File: src/rtl/port_stats_dt.sv
// port_stats_dt
//   Per-port buffer-occupancy tracker with a dynamic-threshold (DT) engine.
//   Each port keeps a saturating byte counter fed by enqueue, dequeue and
//   head-drop events. The registered total drives the DT threshold
//   T = (BUF_BYTES - total) scaled by 2^+/-ALPHA_SHIFT. T is compared per port
//   to produce the admission bitmap (bitmap_dt) and the head-drop eligibility
//   bitmap (bitmap). The block also keeps peak watermarks, sticky
//   underflow/overflow flags and a one-cycle readback port.
// Ports
//   clk, rst                  clock, async active-high reset
//   in/in_port/pkt_len_in     enqueue event
//   out/out_port/pkt_len_out  dequeue event
//   headdrop_out/_port/_len   head-drop event
//   bitmap_dt, bitmap         admission / head-drop bitmaps
//   total_occ                 registered total occupancy
//   rd_en, rd_port            readback request
//   rd_valid, rd_occ, rd_peak readback response (next cycle)
//   err_clr                   clears sticky error flags
//   err_underflow/overflow    sticky per-port error flags

// Per-port lane: net delta, saturation, peak tracking, sticky errors.
module port_stats_lane #(
  parameter int OCC_W = 16,
  parameter int LEN_W = 11
) (
  input  logic             clk,
  input  logic             rst,
  input  logic             in_hit,
  input  logic [LEN_W-1:0] in_len,
  input  logic             out_hit,
  input  logic [LEN_W-1:0] out_len,
  input  logic             hd_hit,
  input  logic [LEN_W-1:0] hd_len,
  input  logic             rd_clr,
  input  logic             err_clr,
  output logic [OCC_W-1:0] occ,
  output logic [OCC_W-1:0] peak,
  output logic             err_uf,
  output logic             err_of
);
  localparam int SW = OCC_W + 2;
  localparam logic signed [SW-1:0] OCC_MAX = {2'b00, {OCC_W{1'b1}}};

  logic signed [SW-1:0] delta, occ_sum;
  logic                 uf, of;
  logic [OCC_W-1:0]     occ_d, occ_q, peak_d, peak_q;
  logic                 err_uf_d, err_uf_q, err_of_d, err_of_q;

  always_comb begin
    delta = '0;
    if (in_hit)  delta = delta + signed'(SW'(in_len));
    if (out_hit) delta = delta - signed'(SW'(out_len));
    if (hd_hit)  delta = delta - signed'(SW'(hd_len));
    occ_sum = signed'(SW'(occ_q)) + delta;
    uf = occ_sum[SW-1];
    of = occ_sum > OCC_MAX;
    if (uf)      occ_d = '0;
    else if (of) occ_d = '1;
    else         occ_d = occ_sum[OCC_W-1:0];
    // A read-clear restarts the watermark from the post-event occupancy.
    if (rd_clr)              peak_d = occ_d;
    else if (occ_d > peak_q) peak_d = occ_d;
    else                     peak_d = peak_q;
    // Set beats clear so an error in the clearing cycle is not lost.
    err_uf_d = uf | (err_uf_q & ~err_clr);
    err_of_d = of | (err_of_q & ~err_clr);
  end

  always_ff @(posedge clk or posedge rst) begin
    if (rst) begin
      occ_q    <= '0;
      peak_q   <= '0;
      err_uf_q <= 1'b0;
      err_of_q <= 1'b0;
    end else begin
      occ_q    <= occ_d;
      peak_q   <= peak_d;
      err_uf_q <= err_uf_d;
      err_of_q <= err_of_d;
    end
  end

  assign occ    = occ_q;
  assign peak   = peak_q;
  assign err_uf = err_uf_q;
  assign err_of = err_of_q;
endmodule

module port_stats_dt #(
  parameter int NUM_PORTS   = 4,
  parameter int PORT_W      = 2,
  parameter int LEN_W       = 11,
  parameter int OCC_W       = 16,
  parameter int BUF_BYTES   = 32768,
  parameter int ALPHA_SHIFT = 0,
  parameter int ALPHA_DIR   = 0,
  parameter int PEAK_RC     = 1
) (
  input  logic                 clk,
  input  logic                 rst,
  input  logic                 in,
  input  logic [PORT_W-1:0]    in_port,
  input  logic [LEN_W-1:0]     pkt_len_in,
  input  logic                 out,
  input  logic [PORT_W-1:0]    out_port,
  input  logic [LEN_W-1:0]     pkt_len_out,
  input  logic                 headdrop_out,
  input  logic [PORT_W-1:0]    headdrop_out_port,
  input  logic [LEN_W-1:0]     headdrop_pkt_len_out,
  output logic [NUM_PORTS-1:0] bitmap_dt,
  output logic [NUM_PORTS-1:0] bitmap,
  output logic [OCC_W-1:0]     total_occ,
  input  logic                 rd_en,
  input  logic [PORT_W-1:0]    rd_port,
  output logic                 rd_valid,
  output logic [OCC_W-1:0]     rd_occ,
  output logic [OCC_W-1:0]     rd_peak,
  input  logic                 err_clr,
  output logic [NUM_PORTS-1:0] err_underflow,
  output logic [NUM_PORTS-1:0] err_overflow
);
  localparam int SUM_W = OCC_W + PORT_W + 1;
  localparam int TW    = OCC_W + ALPHA_SHIFT + 1;
  localparam logic [OCC_W-1:0] BUF_L = OCC_W'(BUF_BYTES);

  logic [NUM_PORTS-1:0]            in_hit, out_hit, hd_hit, rd_hit, rd_clr;
  logic [NUM_PORTS-1:0][OCC_W-1:0] occ, peak, occ_dly_d, occ_dly_q;
  logic [SUM_W-1:0]                sum;
  logic [OCC_W-1:0]                total_d, total_q, room;
  logic [TW-1:0]                   thr;
  logic [NUM_PORTS-1:0]            bitmap_dt_d, bitmap_dt_q, bitmap_d, bitmap_q;
  logic                            rd_valid_d, rd_valid_q;
  logic [OCC_W-1:0]                rd_occ_d, rd_occ_q, rd_peak_d, rd_peak_q;

  // Port decode; indices >= NUM_PORTS match no lane and are dropped.
  always_comb begin
    for (int p = 0; p < NUM_PORTS; p++) begin
      in_hit[p]  = in           && (in_port           == PORT_W'(p));
      out_hit[p] = out          && (out_port          == PORT_W'(p));
      hd_hit[p]  = headdrop_out && (headdrop_out_port == PORT_W'(p));
      rd_hit[p]  = rd_en        && (rd_port           == PORT_W'(p));
    end
  end

  assign rd_clr = (PEAK_RC != 0) ? rd_hit : '0;

  for (genvar g = 0; g < NUM_PORTS; g++) begin : g_lane
    port_stats_lane #(.OCC_W(OCC_W), .LEN_W(LEN_W)) u_lane (
      .clk     (clk),
      .rst     (rst),
      .in_hit  (in_hit[g]),
      .in_len  (pkt_len_in),
      .out_hit (out_hit[g]),
      .out_len (pkt_len_out),
      .hd_hit  (hd_hit[g]),
      .hd_len  (headdrop_pkt_len_out),
      .rd_clr  (rd_clr[g]),
      .err_clr (err_clr),
      .occ     (occ[g]),
      .peak    (peak[g]),
      .err_uf  (err_underflow[g]),
      .err_of  (err_overflow[g])
    );
  end

  // Total stage. occ is delayed alongside it so the bitmap stage compares
  // each port against a threshold built from the same occupancy snapshot.
  always_comb begin
    sum = '0;
    for (int p = 0; p < NUM_PORTS; p++) sum = sum + SUM_W'(occ[p]);
    total_d   = (sum > SUM_W'({OCC_W{1'b1}})) ? '1 : sum[OCC_W-1:0];
    occ_dly_d = occ;
  end

  // Threshold / bitmap stage. thr is wide enough that a left shift never
  // truncates.
  always_comb begin
    room = (total_q >= BUF_L) ? '0 : (BUF_L - total_q);
    thr  = (ALPHA_DIR != 0) ? (TW'(room) >> ALPHA_SHIFT) : (TW'(room) << ALPHA_SHIFT);
    for (int p = 0; p < NUM_PORTS; p++) begin
      bitmap_dt_d[p] = TW'(occ_dly_q[p]) < thr;
      bitmap_d[p]    = TW'(occ_dly_q[p]) > thr;
    end
  end

  // Readback samples pre-event state; an out-of-range port returns zeros.
  always_comb begin
    rd_valid_d = rd_en;
    rd_occ_d   = rd_occ_q;
    rd_peak_d  = rd_peak_q;
    if (rd_en) begin
      rd_occ_d  = '0;
      rd_peak_d = '0;
      for (int p = 0; p < NUM_PORTS; p++) begin
        if (rd_hit[p]) begin
          rd_occ_d  = occ[p];
          rd_peak_d = peak[p];
        end
      end
    end
  end

  always_ff @(posedge clk or posedge rst) begin
    if (rst) begin
      occ_dly_q   <= '0;
      total_q     <= '0;
      bitmap_dt_q <= '1;
      bitmap_q    <= '0;
      rd_valid_q  <= 1'b0;
      rd_occ_q    <= '0;
      rd_peak_q   <= '0;
    end else begin
      occ_dly_q   <= occ_dly_d;
      total_q     <= total_d;
      bitmap_dt_q <= bitmap_dt_d;
      bitmap_q    <= bitmap_d;
      rd_valid_q  <= rd_valid_d;
      rd_occ_q    <= rd_occ_d;
      rd_peak_q   <= rd_peak_d;
    end
  end

  assign total_occ = total_q;
  assign bitmap_dt = bitmap_dt_q;
  assign bitmap    = bitmap_q;
  assign rd_valid  = rd_valid_q;
  assign rd_occ    = rd_occ_q;
  assign rd_peak   = rd_peak_q;
endmodule

File: config.mk
export PLATFORM = sky130hd
export DESIGN_NAME = port_stats_dt
export DESIGN_NICKNAME = d
export VERILOG_FILES = /design/src/rtl/port_stats_dt.sv
export SDC_FILE = /design/constraint.sdc
export NUM_CORES = 1
export LEC_CHECK = 0
export BUFFER_PORTS_ARGS = -buffer_cell sky130_fd_sc_hd__buf_2
export CELL_PAD_IN_SITES_DETAIL_PLACEMENT = 1
export CELL_PAD_IN_SITES_GLOBAL_PLACEMENT = 2
export CORE_ASPECT_RATIO = 0.9
export CORE_MARGIN = 4
export CORE_UTILIZATION = 35
export CTS_BUF_LIST = sky130_fd_sc_hd__clkbuf_16
export CTS_CLUSTER_SIZE = 10
export DETAILED_ROUTE_END_ITERATION = 10
export PLACE_DENSITY_LB_ADDON = 0.15
export SYNTH_ARGS = -nofsm -noshare
export SYNTH_HDL_FRONTEND = slang
export SYNTH_SLANG_ARGS = --single-unit
File: constraint.sdc
create_clock -name clk -period 10 [get_ports clk]
set_input_delay 1.5 -clock clk [delete_from_list [all_inputs] [get_ports clk]]
set_output_delay 1.5 -clock clk [all_outputs]
set_load 0.01 [all_outputs]
==> results.txt, run 1 <==
After clock tree synthesis, the clock-pin slew on the worst setup and hold paths is 0.06 ns. The pre-CTS setup slack is -0.427 ns. The critical path arrival came out at 9.89 ns. The count of pins over their slew limit came out at 0. The number of instances in the synthesized netlist is 2451.

The average footprint of a synthesized cell came out at 9.19 um^2. The clock power share came out at 0.102. The final instance count without filler cells came out at 3407.

The initial utilization of the core area, before any placement, comes to 0.357. The share of the Yosys chip area taken by registers is 0.286. The count of max-cap constraint violations came out at 0.

The final setup violation count came out at 0. The static leakage came out at 11.3 nW. Setup slack closes at 0.562 ns.

The class of the worst hold path is register to register. The global-route wire length before repair came out at 131 mm. The floorplan step defined a die boundary enclosing 68500 um^2. The total grt overflow is 0. The number of top-level pins is 113. The Yosys step of the flow raised 0 warnings.

The fraction of layout cells with a size suffix above 1 came out at 0.142. Of the total power, the share spent switching nets is 0.496. The share of the core filled with cells in the final layout came out at 0.395. Setup repair after global routing left no endpoint under its margin. TritonCTS built the clock tree. The die outline height came out at 249 um. The category of the most critical setup path is input pin to register.

The highest cell delay on the worst timing path came out at 0.48 ns. The register-to-register setup slack came out at 4.60 ns. The clock root buffer is sky130_fd_sc_hd__clkbuf_16. Of the post-synthesis cell area, the dominant cell type holds 0.281. The net total in the final layout is 2931. After synthesis, the share of flip-flops with an asynchronous set or reset is 1.00. By area the synthesized netlist is led by sky130_fd_sc_hd__dfrtp_1, sky130_fd_sc_hd__ha_1, sky130_fd_sc_hd__mux2_2, sky130_fd_sc_hd__o21ai_0, sky130_fd_sc_hd__a21oi_1. The critical path ends at g_lane[2].u_lane.peak[4].

The die boundary width is 275 um. The number of nets in the synthesized netlist is 2835. Along the worst hold path, the cell count comes to 1. The last weighted congestion value of the routability-driven placer is 0.915. The via count of the first global-routing pass is 20536. The count of state elements after synthesis is 257. By count the netlist is led by sky130_fd_sc_hd__ha_1, sky130_fd_sc_hd__dfrtp_1, sky130_fd_sc_hd__nand2_1. The measured slew at the worst slew-check pin came out at 1.07 ns. Row generation in the floorplan step produced 87 rows. For this block, the initial DRC count from the detailed router was 1358. During placement, the flow inserted port buffers numbering 112. For this run, the leading register cell type out of synthesis is sky130_fd_sc_hd__dfrtp_1. The worst register-to-register path begins at g_lane[3].u_lane.occ[0]. The peak supply drop came out at 0.261 mV. In this run, synthesis inferred 0 flip-flops with an integrated enable. The worst setup path is launched from an input pin. The share of total power dissipated in combinational logic is 0.647. The maximum operating frequency is 0.106 GHz. The number of iterations in the first detailed-routing pass is 5. The instance area after placement is 24000 um^2. The post-route clock period utilization came out at 0.944.

The number of antenna violations at the first check in global routing is 10. Relative to the synthesized area, the layout overhead comes to 10.8%. The switching component of the power came out at 4.86 mW.

The core outline area came out at 63100 um^2. The global-route usage over all layers is 0.252. The required time of the critical path is 10.45 ns. The relative slew slack is 0.280.

Counting along the longest clock path gives a buffer depth of 3. Summing over every cut layer, the via total after detailed routing is 19400. Counting cells, the worst reg-to-reg path comes to 24. The remaining routing DRC violations is 0. The mean routed wirelength per cell is 25.6 um. The largest total area in the synthesized netlist belongs to sky130_fd_sc_hd__dfrtp_1. The residual antenna-violating net count after detailed routing is 0.

The final critical delay including setup and external delays is 9.44 ns. The distinct cell type count after synthesis came out at 96. The TritonCTS sink count came out at 257.

The worst setup path is captured at a register. The detailed-route vias per instance came out at 5.69. The routed wire length is 87.2 mm. The total power divided by cell area came out at 393 nW/um^2. After detailed placement, the design holds a cell count of 3359. Summing every instance area after synthesis gives 22500 um^2. The largest net degree at the start of global routing came out at 134. Once the clock tree was built, the setup fixing pass inserted 0 buffers. In this run the worst path has a maximum fanout of 17. The flow ran to the end, and the final reports show no timing, DRC or antenna violations. The sequential cell fraction of total power is 0.251. The final count of hold timing violations is 0. The placed wire-length estimate is 69.7 mm.

The number of clock buffers inserted by TritonCTS came out at 31. By instance count, the leading cell after synthesis is sky130_fd_sc_hd__ha_1. The post-route clock skew came out at 0.0358 ns. The cell area after layout is 24900 um^2. The level count of the clock H-tree is 1. For the worst-skew pair, the clock arrives at the later sink with an insertion delay of 0.60 ns. The endpoint identified for the worst register-to-register timing path is g_lane[3].u_lane.peak[2]. The internal power summed over all cells is 4.94 mW. For this design, the slowest cell found on the critical path is sky130_fd_sc_hd__a2111oi_1.

Tracing the worst setup path back leads to its startpoint at in_port[0].
==> per-stage QoR <==
step | total power [mW] | hold WS [ns] | TNS, ns
floorplan | 6.62 | 0.405 | 0
global placement | 8.66 | 0.463 | -5.86
detailed placement | 8.81 | 0.470 | -9.53
CTS | 9.86 | 0.486 | 0
global route | 10.7 | 0.499 | 0
finish | 9.80 | 0.480 | 0
==> what timing repair did <==
action                     CTS  global route
setup endpoints to repair    0            40
hold buffers                 0             0
gates resized for setup      0            18
==> cell families (layout without fill, tap and decap cells) <==
kind of cell,count (synthesis),count (layout),share of synthesized area
other,0,1,0
AO/OA/AOI/OAI,681,681,0.198
flip-flops,257,257,0.286
AND/OR/NAND/NOR,688,688,0.150
multiplexers,121,121,0.0687
XOR/XNOR,131,131,0.0521
buffers and inverters,236,346,0.0444
adder cells (fa/ha/maj),337,337,0.201
==> power groups by stage <==
stage / Combinational (mW) / Sequential (mW) / Clock (mW)
2_1_floorplan: 4.66 / 1.96 / 0
3_3_place_gp: 6.20 / 2.46 / 0
3_5_place_dp: 6.33 / 2.47 / 0
4_1_cts: 6.38 / 2.46 / 1.02
5_1_grt: 7.15 / 2.50 / 1.06
6_report: 6.34 / 2.46 / 0.998
==> cell usage in the layout, fill, tap and decap left out, drive strengths merged, types with 10 or more instances in the layout <==
cell type / count
or2: 22
and2: 28
dfrtp: 253
nor2: 175
nand3: 33
mux2i: 18
a211oi: 30
fa: 40
inv: 165
a21oi: 172
nand2: 190
o211ai: 29
o21bai: 18
xnor2: 70
nor3b: 11
a21o: 56
and3: 13
buf: 146
a211o: 11
a31oi: 23
ha: 296
nand4: 28
xor2: 61
mux2: 85
nor3: 48
nor4: 13
o21ai: 173
mux4: 18
or3: 17
o21a: 62
nand2b: 49
clkbuf: 31
o31ai: 10
nor2b: 42
==> layer usage <==
layer | up-vias | global-route usage | share of wire | wire, um
met4 | 0 | 0.0600 | 0.028 | 2400
met2 | 419 | 0.432 | 0.48 | 42000
met3 | 112 | 0.0359 | 0.057 | 4930
met1 | 9832 | 0.336 | 0.43 | 37800
met5 | - | 0 | 0 | 0
li1 | 9037 | - | - | -
==> state kept, by name, indices dropped and copies added (netlist names) <==
register,count
g_lane.u_lane.err_uf,4
bitmap_dt,4
total_occ,16
rd_valid,1
rd_occ,16
g_lane.u_lane.occ,64
bitmap,4
g_lane.u_lane.err_of,4
occ_dly_q,64
rd_peak,16
g_lane.u_lane.peak,64
==> worst min-delay path by stage <==
stage                            start                      end  slack [ns]
6_report       g_lane[2].u_lane.err_uf  g_lane[2].u_lane.err_uf        0.48
5_1_grt        g_lane[2].u_lane.err_uf  g_lane[2].u_lane.err_uf        0.50
4_1_cts        g_lane[3].u_lane.err_uf  g_lane[3].u_lane.err_uf        0.49
3_5_place_dp   g_lane[3].u_lane.err_uf  g_lane[3].u_lane.err_uf        0.47
3_3_place_gp   g_lane[3].u_lane.err_uf  g_lane[3].u_lane.err_uf        0.46
2_1_floorplan  g_lane[3].u_lane.occ[0]            occ_dly_q[48]        0.41
==> critical path, delay by kind of cell <==
kind / cells / cell delay [ns]
AOI/OAI and AO/OA: 19 / 3.98
and+or+nand+nor: 6 / 1.75
adders and majority gates: 5 / 1.41
buffers and inverters: 4 / 0.75
muxes: 1 / 0.38
xor gates and xnor gates: 1 / 0.13
==> final cells by class <==
cell class	count	area (um^2)
fill	7347	38200
multi-input combinational	1958	15200
timing repair buffer	146	828
antenna	1	2.50
inverter	153	582
clock buffer	31	776
tap	845	1060
clock inverter	16	75.1
sequential	257	6440
Note: power is estimated with default switching activity, not from simulation.
==> inputs of run 2 (changes only) <==
--- a/config.mk
+++ b/config.mk
@@ -7,9 +7,9 @@
 export LEC_CHECK = 0
 export BUFFER_PORTS_ARGS = -buffer_cell sky130_fd_sc_hd__buf_2
 export CELL_PAD_IN_SITES_DETAIL_PLACEMENT = 1
-export CELL_PAD_IN_SITES_GLOBAL_PLACEMENT = 2
+export CELL_PAD_IN_SITES_GLOBAL_PLACEMENT = 1
 export CORE_ASPECT_RATIO = 0.9
-export CORE_MARGIN = 4
+export CORE_MARGIN = 10
 export CORE_UTILIZATION = 35
 export CTS_BUF_LIST = sky130_fd_sc_hd__clkbuf_16
 export CTS_CLUSTER_SIZE = 10
==> results.txt, run 2 (synthesis gave the netlist of run 1 again) <==
The highest cell delay on the worst timing path is 0.47 ns (was 0.48 ns). The startpoint type of the worst setup path was an input pin (unchanged). The category of the most critical setup path was input pin to register (unchanged). The clock tree from TritonCTS was yes (unchanged).

The final instance count without filler cells was 3457 (was 3407). The measured slew at the worst slew-check pin came out at 1.26 ns (was 1.07 ns). The instance area after placement is 24200 um^2 (was 24000 um^2). The number of clock buffers inserted by TritonCTS is 34 (was 31).

The kind of capture point of the worst setup path is a register (unchanged). The area growth from synthesis to final layout is 12.3% (was 10.8%). The mean routed wirelength per cell came out at 25.3 um (was 25.6 um). The TritonCTS sink count is 257 (unchanged). The launch point of the worst path was in_port[1] (was in_port[0]). The post-route clock period utilization came to 0.943 (was 0.944). The critical path endpoint was g_lane[1].u_lane.peak[4] (was g_lane[2].u_lane.peak[4]). The number of antenna violations at the first check in global routing came out at 8 (was 10).

The register clock-pin slew on the reported worst setup and hold paths came out at 0.05 ns (was 0.06 ns). Run status: finished, final reports clean (unchanged). The final count of hold timing violations is 0 (unchanged).

The count of max-cap constraint violations is 0 (unchanged). The post-route clock skew came out at 0.0253 ns (was 0.0358 ns). The worst-skew pair later-pin latency is 0.54 ns (was 0.60 ns). The fraction of layout cells with a size suffix above 1 is 0.152 (was 0.142). The remaining routing DRC violations is 0 (unchanged). The clock power share came out at 0.112 (was 0.102). The total number of vias is 19481 (was 19400). The first-iteration detailed-routing DRC count came out at 1211 (was 1358). The class of the worst hold path was register to register (unchanged). The final sum of negative setup slack came out at 0 ns (unchanged). The share of the core filled with cells in the final layout is 0.396 (was 0.395). The number of buffers inserted by hold repair at cts came out at 0 (unchanged). The final critical delay including setup and external delays came out at 9.43 ns (was 9.44 ns). The startpoint of the most critical register-to-register path is g_lane[3].u_lane.occ[0] (unchanged). The core outline area is 63900 um^2 (was 63100 um^2).

The critical path arrival came to 9.83 ns (was 9.89 ns). The register-to-register setup slack is 4.44 ns (was 4.60 ns). The net switching fraction of the power is 0.491 (was 0.496). The last weighted congestion value of the routability-driven placer is 0.922 (was 0.915). The maximum clock path buffer count is 3 (unchanged).

The required time of the critical path was 10.40 ns (was 10.45 ns). The slowest cell on the critical path is sky130_fd_sc_hd__or4_1 (was sky130_fd_sc_hd__a2111oi_1). The global-route usage over all layers came out at 0.231 (was 0.252).

The logic gate share of total power came out at 0.654 (was 0.647). The die outline height is 261 um (was 249 um). The leading cell type in the layout, fill and taps excluded is sky130_fd_sc_hd__ha_1 (unchanged).

The total grt overflow came out at 0 (unchanged). The peak supply drop is 0.260 mV (was 0.261 mV). The switching component of the power is 4.97 mW (was 4.86 mW). The number of placed cells counting well taps came out at 3398 (was 3359). The cell that appears most often on the critical path is sky130_fd_sc_hd__ha_1. The count of port buffers added during placement is 112 (unchanged). The routed wire length came out at 87.3 mm (was 87.2 mm). The area of the die came to 74900 um^2 (was 68500 um^2). The detailed-route vias per instance is 5.64 (was 5.69). The net total in the final layout was 2963 (was 2931). The global-route wire length before repair is 132 mm (was 131 mm). The effective utilization at floorplan came out at 0.353 (was 0.357).

The static leakage is 11.5 nW (was 11.3 nW). The number of top-level pins came out at 113 (unchanged). The count of pins over their slew limit came to 0 (unchanged).

The internal power summed over all cells is 5.15 mW (was 4.94 mW). The maximum operating frequency is 0.106 GHz (about the same). The die boundary width was 287 um (was 275 um). The total power divided by cell area is 400 nW/um^2 (was 393 nW/um^2). The total power came out at 10.1 mW (was 9.80 mW). The maximum fanout encountered on the critical timing path came out at 17 (unchanged). The relative slew slack came out at 0.153 (was 0.280). The post-CTS setup-driven buffer insertion count came out at 0 (unchanged). The level count of the clock H-tree came out at 2 (was 1).

The cell area after layout came to 25300 um^2 (was 24900 um^2). The final setup violation count is 0 (unchanged). The clock root buffer is sky130_fd_sc_hd__clkbuf_16 (unchanged). The number of rows in the core area came out at 88 (was 87). Leading cell types in the layout, fill and taps excluded: sky130_fd_sc_hd__ha_1, sky130_fd_sc_hd__dfrtp_1, sky130_fd_sc_hd__nand2_1, sky130_fd_sc_hd__nor2_1, sky130_fd_sc_hd__o21ai_0 (unchanged).

The placed wire-length estimate is 71.2 mm (was 69.7 mm). The reg-to-reg endpoint is g_lane[3].u_lane.peak[2] (unchanged). The depth of the worst register-to-register path was 23 (was 24). The sequential cell fraction of total power is 0.234 (was 0.251).

The via count of the first global-routing pass is 20800 (was 20536). The largest net degree at the start of global routing is 145 (was 134). The residual antenna-violating net count after detailed routing was 0 (unchanged). The number of iterations in the first detailed-routing pass was 5 (unchanged).
==> run 2: worst min path at each step <==
| stage | start | to | slack [ns] | cells past startpoint |
|---|---|---|---|---|
| after floorplan | g_lane[3].u_lane.occ[0] | occ_dly_q[48] | 0.41 | 0 |
| after global placement | g_lane[0].u_lane.occ[4] | occ_dly_q[4] | 0.46 | 0 |
| after detailed placement | g_lane[0].u_lane.occ[4] | occ_dly_q[4] | 0.46 | 0 |
| after CTS | g_lane[0].u_lane.occ[4] | occ_dly_q[4] | 0.47 | 0 |
| after global routing | g_lane[0].u_lane.err_uf | g_lane[0].u_lane.err_uf | 0.49 | 1 |
| final | g_lane[0].u_lane.err_uf | g_lane[0].u_lane.err_uf | 0.47 | 1 |
==> run 2: power by group through the flow <==
stage / Clock [mW] / Sequential, mW / Combinational (mW)
final: 1.14 / 2.36 / 6.62
after global routing: 1.21 / 2.42 / 7.43
after global placement: 0 / 2.36 / 6.42
after floorplan: 0 / 1.96 / 4.66
after CTS: 1.17 / 2.36 / 6.66
after detailed placement: 0 / 2.37 / 6.60
==> run 2: cell type report <==
class                           count  area [um^2]
Fill cell                        7401        38600
Timing Repair Buffer              175         1050
Clock buffer                       35          876
Tap cell                          855         1070
Antenna cell                        3         7.51
Inverter                          153          582
Multi-Input combinational cell   1958        15100
Clock inverter                     21          116
Sequential cell                   257         6440
==> run 2: stage by stage <==
| step | hold WS [ns] | worst slack (ns) |
|---|---|---|
| after floorplan | 0.405 | 0.433 |
| after global placement | 0.463 | -0.223 |
| after detailed placement | 0.464 | -0.146 |
| after CTS | 0.474 | 0.383 |
| after global routing | 0.493 | -0.000521 |
| final | 0.471 | 0.570 |
==> run 2: metal layers <==
metal,global-route usage,share of wire,routed length [um],up-vias
met5,0,0,0,-
met4,0.0507,0.020,1710,0
met1,0.306,0.45,39400,9895
met2,0.394,0.48,42000,392
li1,-,-,-,9105
met3,0.0336,0.048,4200,89
==> run 2: repair_timing <==
action                                  CTS  global route
endpoints found under the setup margin    0            46
hold endpoints to repair                  0             0
gates resized for setup                   0            11
==> run 2: worst max-delay path: cells and delay by family <==
family / cells / cell delay (ns)
compound gates: 21 / 4.25
fa+ha+maj: 5 / 1.42
simple gates: 5 / 1.12
buf+inv: 4 / 0.74
mux: 2 / 0.66
xor+xnor: 1 / 0.11
==> inputs of run 3 (changes only) <==
==> constraint.sdc (replaced) <==
create_clock -name clk -period 9.68 [get_ports clk]
set_input_delay 1.452 -clock clk [delete_from_list [all_inputs] [get_ports clk]]
set_output_delay 1.452 -clock clk [all_outputs]
set_load 0.01 [all_outputs]
==> results.txt, run 3 (synthesis gave the netlist of run 1 again) <==
The largest net degree at the start of global routing came out at 120 (was 145). The smallest setup slack after layout was 0.566 ns (was 0.570 ns). The area of the die was 74900 um^2 (unchanged). The clock root buffer was sky130_fd_sc_hd__clkbuf_16 (unchanged). The residual antenna-violating net count after detailed routing is 0 (unchanged). The global-route usage over all layers was 0.230 (was 0.231). The measured slew at the worst slew-check pin is 1.02 ns (was 1.26 ns). The first-iteration detailed-routing DRC count is 1119 (was 1211). The critical path arrival came out at 9.56 ns (was 9.83 ns).

The quantity of gates resized following cts is 0 (unchanged). The via count of the first global-routing pass is 20851 (was 20800). The register clock-pin slew on the reported worst setup and hold paths came out at 0.06 ns (was 0.05 ns). The most prevalent standard cell on the critical path was sky130_fd_sc_hd__a21oi_1 (was sky130_fd_sc_hd__ha_1). The post-route clock period utilization is 0.942. The number of top-level pins is 113 (unchanged). The routed wire length is 87.7 mm (was 87.3 mm). The count of port buffers added during placement is 112 (unchanged). The post-route clock skew came to 0.0142 ns (was 0.0253 ns). The post-CTS setup-driven buffer insertion count is 0 (unchanged). The required time of the critical path came to 10.13 ns (was 10.40 ns). The placed wire-length estimate is 72.5 mm (was 71.2 mm). The area growth from synthesis to final layout is 13.7% (was 12.3%). The count of max-cap constraint violations came out at 0 (unchanged).

The final setup violation count came out at 0 (unchanged). The die boundary width was 287 um (unchanged). The number of antenna violations at the first check in global routing is 13 (was 8). The effective utilization at floorplan came out at 0.353 (unchanged). The maximum operating frequency is 0.110 GHz. The clock tree from TritonCTS is yes (unchanged). The startpoint type of the worst setup path is an input pin (unchanged).

The core outline area is 63900 um^2 (unchanged). The die outline height came out at 261 um (unchanged). The total grt overflow is 0 (unchanged). The number of rows in the core area came out at 88 (unchanged). The maximum clock path buffer count is 3 (unchanged). The static leakage came to 11.8 nW (was 11.5 nW). The total power divided by cell area was 408 nW/um^2 (was 400 nW/um^2). The count of pins over their slew limit came out at 0 (unchanged). The leading cell type in the layout, fill and taps excluded was sky130_fd_sc_hd__ha_1 (unchanged). The relative slew slack was 0.318 (was 0.153).

The highest cell delay on the worst timing path is 0.56 ns (was 0.47 ns). The number of clock buffers inserted by TritonCTS is 31 (was 34). The number of buffers inserted by hold repair at cts came out at 0 (unchanged). The peak supply drop came out at 0.287 mV (was 0.260 mV). The pre-CTS setup slack was -0.262 ns (was -0.146 ns). The number of iterations in the first detailed-routing pass is 5 (unchanged). The maximum fanout encountered on the critical timing path is 13 (was 17). The class of the worst hold path is register to register (unchanged). The global-route wire length before repair came out at 132 mm (about the same). The net total in the final layout is 3011 (was 2963). The remaining routing DRC violations came out at 0 (unchanged).

The last weighted congestion value of the routability-driven placer was 0.948 (was 0.922). Run status: finished, final reports clean (unchanged). The final critical delay including setup and external delays is 9.11 ns.

The detailed-route vias per instance came out at 5.61 (was 5.64). The level count of the clock H-tree came to 1 (was 2). The worst-skew pair later-pin latency is 0.57 ns (was 0.54 ns). The final count of hold timing violations came to 0 (unchanged). The mean routed wirelength per cell is 25.0 um (was 25.3 um). The total number of vias is 19646 (was 19481).

The kind of capture point of the worst setup path is a register (unchanged). Leading cell types in the layout, fill and taps excluded: sky130_fd_sc_hd__ha_1, sky130_fd_sc_hd__dfrtp_1, sky130_fd_sc_hd__nand2_1, sky130_fd_sc_hd__nor2_1, sky130_fd_sc_hd__inv_1 (was sky130_fd_sc_hd__ha_1, sky130_fd_sc_hd__dfrtp_1, sky130_fd_sc_hd__nand2_1, sky130_fd_sc_hd__nor2_1, sky130_fd_sc_hd__o21ai_0). The category of the most critical setup path is input pin to register (unchanged). The slowest cell on the critical path is sky130_fd_sc_hd__or4_1 (unchanged).

The TritonCTS sink count was 257 (unchanged). The final sum of negative setup slack came out at 0 ns (unchanged). The fraction of layout cells with a size suffix above 1 came out at 0.168 (was 0.152).
[run 3: layout make-up]
class,instances,area [um^2]
antenna,2,5.00
timing repair buffer,226,1450
fill,7445,38300
tap,855,1070
clock buffer,31,776
inverter,153,582
multi-input combinational,1958,15200
clock inverter,21,106
sequential,257,6440
[run 3: final timing paths]
check                                                 end  slack (ns)  cells after the start                    start
worst max-delay path            g_lane[0].u_lane.peak[15]        0.57                     37               in_port[1]
worst min-delay path              g_lane[3].u_lane.err_uf        0.47                      1  g_lane[3].u_lane.err_uf
worst max register to register  g_lane[2].u_lane.peak[14]        4.45                     22  g_lane[2].u_lane.occ[0]
worst min register to register    g_lane[3].u_lane.err_uf        0.47                      1  g_lane[3].u_lane.err_uf
max in group asynchronous                   occ_dly_q[17]        7.09                      3                      rst
min in group asynchronous         g_lane[3].u_lane.err_of        1.07                      2                      rst
[run 3: critical path: cells and delay by family]
kind	cells	cell delay (ns)
buf+inv	4	0.65
compound gates	18	3.97
fa+ha+maj	4	1.14
simple gates	6	1.54
mux	2	0.35
xor+xnor	3	0.46
[run 3: power by group]
group          internal [mW]  switching (mW)  total (mW)
logic                   3.10            3.85        6.95
clock network          0.594           0.457        1.05
registers               1.66           0.783        2.44
[run 3: metal layers]
metal / vias up / global-route usage / wire length (um)
met5: - / 0 / 0
met3: 94 / 0.0290 / 3330
met2: 347 / 0.396 / 41900
li1: 9206 / - / -
met4: 0 / 0.0481 / 1890
met1: 9999 / 0.305 / 40600
[run 3: metrics by stage]
step	total power, mW	utilization	std cells	hold slack (ns)	area [um^2]
after global routing	11.4	0.401	3501	0.510	25600
final	10.4	0.401	3503	0.474	25600
after detailed placement	9.39	0.386	3449	0.468	24600
after CTS	10.5	0.399	3501	0.481	25500
after floorplan	6.84	-	2451	0.405	22500
after global placement	9.20	0.386	3449	0.461	24600
